<file path="src/rtl/uart_rx_control.sv">
// UART 8N1 receiver control: synchronises the serial pin, times mid-bit samples
// from a clock divider and reports each byte with a done or framing-error pulse.
module uart_rx_control #(
   parameter int unsigned BPS_DIV  = 5208,
   parameter int unsigned HALF_DIV = BPS_DIV / 2
) (
   input  logic       clk,
   input  logic       rstn,
   input  logic       rx_en_sig,
   input  logic       rx_pin_in,
   output logic [7:0] rx_data,
   output logic       rx_done_sig,
   output logic       frame_err_sig,
   output logic       rx_busy
);

   localparam int unsigned CW = (BPS_DIV > 1) ? $clog2(BPS_DIV) : 1;
   localparam logic [CW-1:0] CNT_LAST = CW'(BPS_DIV - 1);
   localparam logic [CW-1:0] CNT_HALF = CW'(HALF_DIV - 1);

   typedef enum logic [1:0] {
      IDLE  = 2'd0,
      START = 2'd1,
      DATA  = 2'd2,
      STOP  = 2'd3
   } state_t;

   state_t        state_q, state_d;
   logic          rx_meta_q, rx_sync_q, rx_prev_q;
   logic [CW-1:0] cnt_q, cnt_d;
   logic [2:0]    bit_idx_q, bit_idx_d;
   logic [7:0]    shift_q, shift_d;
   logic [7:0]    data_q, data_d;
   logic          done_q, done_d;
   logic          ferr_q, ferr_d;
   logic          fall_edge;

   // Edge detection works only on the synchronised copy of the pin.
   assign fall_edge = rx_prev_q & ~rx_sync_q;

   always_ff @(posedge clk or negedge rstn) begin
      if (!rstn) begin
         rx_meta_q <= 1'b1;
         rx_sync_q <= 1'b1;
         rx_prev_q <= 1'b1;
         state_q   <= IDLE;
         cnt_q     <= '0;
         bit_idx_q <= '0;
         shift_q   <= '0;
         data_q    <= '0;
         done_q    <= 1'b0;
         ferr_q    <= 1'b0;
      end else begin
         rx_meta_q <= rx_pin_in;
         rx_sync_q <= rx_meta_q;
         rx_prev_q <= rx_sync_q;
         state_q   <= state_d;
         cnt_q     <= cnt_d;
         bit_idx_q <= bit_idx_d;
         shift_q   <= shift_d;
         data_q    <= data_d;
         done_q    <= done_d;
         ferr_q    <= ferr_d;
      end
   end

   always_comb begin
      state_d   = state_q;
      cnt_d     = (cnt_q == CNT_LAST) ? '0 : cnt_q + 1'b1;
      bit_idx_d = bit_idx_q;
      shift_d   = shift_q;
      data_d    = data_q;
      done_d    = 1'b0;
      ferr_d    = 1'b0;

      unique case (state_q)
         IDLE: begin
            cnt_d = '0;
            if (rx_en_sig && fall_edge) begin
               state_d = START;
            end
         end
         START: begin
            if (cnt_q == CNT_HALF) begin
               cnt_d = '0;
               if (rx_sync_q) begin
                  state_d = IDLE;
               end else begin
                  state_d   = DATA;
                  bit_idx_d = '0;
               end
            end
         end
         DATA: begin
            if (cnt_q == CNT_LAST) begin
               shift_d   = {rx_sync_q, shift_q[7:1]};
               bit_idx_d = bit_idx_q + 3'd1;
               if (bit_idx_q == 3'd7) begin
                  state_d = STOP;
               end
            end
         end
         STOP: begin
            if (cnt_q == CNT_LAST) begin
               state_d = IDLE;
               cnt_d   = '0;
               if (rx_sync_q) begin
                  data_d = shift_q;
                  done_d = 1'b1;
               end else begin
                  ferr_d = 1'b1;
               end
            end
         end
         default: begin
            state_d = IDLE;
            cnt_d   = '0;
         end
      endcase

      // Disable overrides everything above: partial frame dropped, no pulses.
      if (!rx_en_sig && state_q != IDLE) begin
         state_d = IDLE;
         cnt_d   = '0;
         data_d  = data_q;
         done_d  = 1'b0;
         ferr_d  = 1'b0;
      end
   end

   assign rx_data       = data_q;
   assign rx_done_sig   = done_q;
   assign frame_err_sig = ferr_q;
   assign rx_busy       = (state_q != IDLE);

endmodule

</file>
<file path="config.mk">
export PLATFORM = sky130hd
export DESIGN_NAME = uart_rx_control
export DESIGN_NICKNAME = d
export VERILOG_FILES = /design/src/rtl/uart_rx_control.sv
export SDC_FILE = /design/constraint.sdc
export NUM_CORES = 1
export LEC_CHECK = 0
export BUFFER_PORTS_ARGS = -buffer_cell sky130_fd_sc_hd__buf_2
export CAP_MARGIN = 20
export CORE_MARGIN = 3
export CORE_UTILIZATION = 50
export DETAILED_ROUTE_END_ITERATION = 10
export PLACE_DENSITY = 0.69
export SYNTH_ARGS = -nofsm -noshare
export SYNTH_HDL_FRONTEND = slang
export SYNTH_SLANG_ARGS = --single-unit
</file>
<file path="constraint.sdc">
create_clock -name clk -period 4.2 [get_ports clk]
set_clock_uncertainty 0.05 [all_clocks]
set_input_delay 0.21 -clock clk [delete_from_list [all_inputs] [get_ports clk]]
set_output_delay 0.21 -clock clk [all_outputs]
set_load 0.02 [all_outputs]
</file>
==> metrics.txt <==
Clock power frac=38.6%; unrepaired setup endpoints after global routing=false; Pre-antenna DRT Iters=4; initial DRC count=63; CTS Sinks=39; DIE AREA=0.004318 sq mm; Pleak=0.9196 nW; switch share=21.98%; Final period util=53.88%; Worst-Margin Slew=1.017 ns; Rows=21; top cell family by delay on the critical path=compound AO/OA/AOI/OAI gates; Via density=5.426; ANT cells=0; CTS root buf=clkbuf_4; relative slew slack=32.10%; Max stage delay cell, worst path=o2111ai_1; drt total wl=3.051 mm; Comb power frac=2.9%; WL per Instance=14.60 um; core box area=0.003390 sq mm; Synth cell types=34; status=finished, final reports clean; #FFs+latches synth=39; Setup Total Neg Slack=0 ns; commonest non-fill, non-tap cell in the layout=dfrtp_1; synthesized cell area=0.001783 sq mm; Power Total=0.0006534 W; first-pass GRT wire length=5.368 mm; RePlAce Congestion=0.7919; Clock Pin Slew Worst Setup and Hold Paths=0.12 ns; post-DP HPWL=2.098 mm; Final Net Count=169; pin count of the biggest net entering global routing=40; Max Fanout on Critical Path=13; share of power burned in registers=58.5%; drt drc=0; slowest stage delay, CP=0.85 ns; layout cells sized above 1=30.06%; Internal Pwr Total=0.0005097 W; Clock Tree Buf Depth=2; crit-path cells=ha_1, nor4bb_1, nand3_1, o2111ai_1, nor2_1; I/O pins=15; Worst EP arrival=2.42 ns; effective utilization at floorplan=52.60%; Clk Latency, worst-skew pair=0.35 ns; Hold Slack=0.08749 ns; PD cells=329.9 mW/mm^2; Die Width=65.72 um; Hold Crit Class=in -> reg; Post-Synthesis Cells=143; dpl cells=199; CP Launch Type=flop; Antenna Nets Post-Route=0; Sw Pwr=0.0001436 W; H-tree depth=2; port buffer count=14; Post-DP Area=0.001879 sq mm; CP Class=reg -> reg; cts repair resizes=0; final hold violation count=0; syn_area_per_cell=12.47 sq um; CTS tree=built; Final Setup Violations=0; CP Data Required Time=4.35 ns; Fmax=0.4419 GHz; Max Slew Vio Count=0; DR vias=1134; post-route cell area=0.001981 sq mm; synthesis-to-layout area growth=11.09%; setup bufs post-CTS=0; worst path bufs/invs=0; maximum VDD drop=0.2405 mV; commonest non-fill, non-tap cells in the layout=36 x dfrtp_1, 15 x nor2_1, 14 x buf_2, 9 x xnor2_1, 9 x mux2_2; antenna violations before repair=0; Yosys warning count=0; CTS Hold Buffers Added=2; Max Cap Viol=0; vias in the first global route=1141; Tot GR Track Use=16.68%; CTS Buf Count=5; syn_nets=150; GRT overflow=0; sequential fraction of the synthesis area=54.95%; CP Capture Type=flop; fin crit period=2.263 ns; final std cells w/o fill=209; die height=65.72 um
[power by group through the flow]
stage	clock network, W	registers [W]	logic [W]
floorplan	0	0.000388	0.00000666
finish	0.000252	0.000382	0.0000189
global route	0.000272	0.000383	0.0000213
CTS	0.000258	0.000382	0.0000194
detailed placement	0	0.000389	0.0000180
global placement	0	0.000389	0.0000172
[synthesized netlist by cell type]
library cell / number / area share, %
buf_2: 1 / 0.28
nand4_1: 3 / 1.1
nor4bb_1: 2 / 1.1
nor2b_1: 3 / 1.1
mux2_2: 9 / 5.7
inv_1: 7 / 1.5
o211ai_1: 1 / 0.42
nand3_4: 1 / 0.98
and4_1: 1 / 0.49
nand4b_1: 1 / 0.49
nand2_1: 8 / 1.7
o21ai_0: 1 / 0.28
buf_6: 2 / 1.3
or2_2: 1 / 0.35
xnor2_1: 9 / 4.4
clkbuf_1: 1 / 0.21
o2111ai_1: 2 / 0.98
xor2_1: 2 / 0.98
dfstp_2: 3 / 4.4
nor2_1: 15 / 3.2
o21ba_2: 1 / 0.56
o221a_2: 1 / 0.63
ha_1: 3 / 2.1
mux2_4: 8 / 6.7
and4bb_4: 2 / 1.8
dfrtp_1: 36 / 51
nor4_1: 1 / 0.35
and4bb_2: 1 / 0.70
a22o_1: 2 / 0.98
and4b_1: 1 / 0.56
nor4b_1: 1 / 0.49
or3_1: 1 / 0.35
nand3_1: 5 / 1.4
nor3_1: 7 / 2.0
[cells by family (layout without fill, tap and decap cells)]
| group | Yosys count | count (layout) | share of synthesized area (%) |
|---|---|---|---|
| fa+ha+maj | 3 | 3 | 2.105 |
| mux | 17 | 17 | 12.42 |
| flops | 39 | 39 | 54.95 |
| buf+inv | 11 | 31 | 3.228 |
| xor+xnor | 11 | 11 | 5.404 |
| compound gates | 8 | 8 | 3.860 |
| simple gates | 54 | 54 | 18.04 |
[cell type report]
class	count	area, sq um
Clock inverter	3	43.79
Multi-Input combinational cell	93	745.7
Clock buffer	5	37.54
Fill cell	285	1409
Tap cell	46	57.56
Inverter	7	26.28
Timing Repair Buffer	16	90.09
Sequential cell	39	979.7
[metrics by stage]
step | util, % | setup slack, ns
2_1_floorplan | - | 2.296
3_3_place_gp | 55.44 | 2.077
3_5_place_dp | 55.44 | 1.945
4_1_cts | 58.43 | 1.935
5_1_grt | 58.43 | 1.667
6_report | 58.43 | 1.937
[metal layers]
metal | wire length [um] | vias up | GRT usage (%)
met5 | 0 | - | 0
met1 | 1435 | 567 | 20.82
met3 | 123 | 6 | 4.957
met4 | 61 | 0 | 9.067
met2 | 1431 | 20 | 25.78
li1 | - | 541 | -
[path summary, 6_finish.rpt]
path / start / to / slack, ns / cells after the start
setup / recovery: cnt_q[0] / cnt_q[3] / 1.94 / 5
max in group asynchronous: rstn / cnt_q[1] / 3.13 / 2
min in group asynchronous: rstn / rx_data[0] / 0.43 / 2
hold / removal: rx_en_sig / state_q[1] / 0.09 / 2
hold reg to reg: rx_meta_q / rx_sync_q / 0.31 / 0
setup reg to reg: cnt_q[0] / cnt_q[3] / 1.94 / 5
[sequential cells by signal (all words and copies together), names as in the netlist]
signal         cells
frame_err_sig      1
cnt_q             13
rx_prev_q          1
rx_data            8
rx_meta_q          1
rx_sync_q          1
shift_q            8
state_q            2
rx_done_sig        1
bit_idx_q          3
No activity file was read; power rests on OpenSTA's default activity.
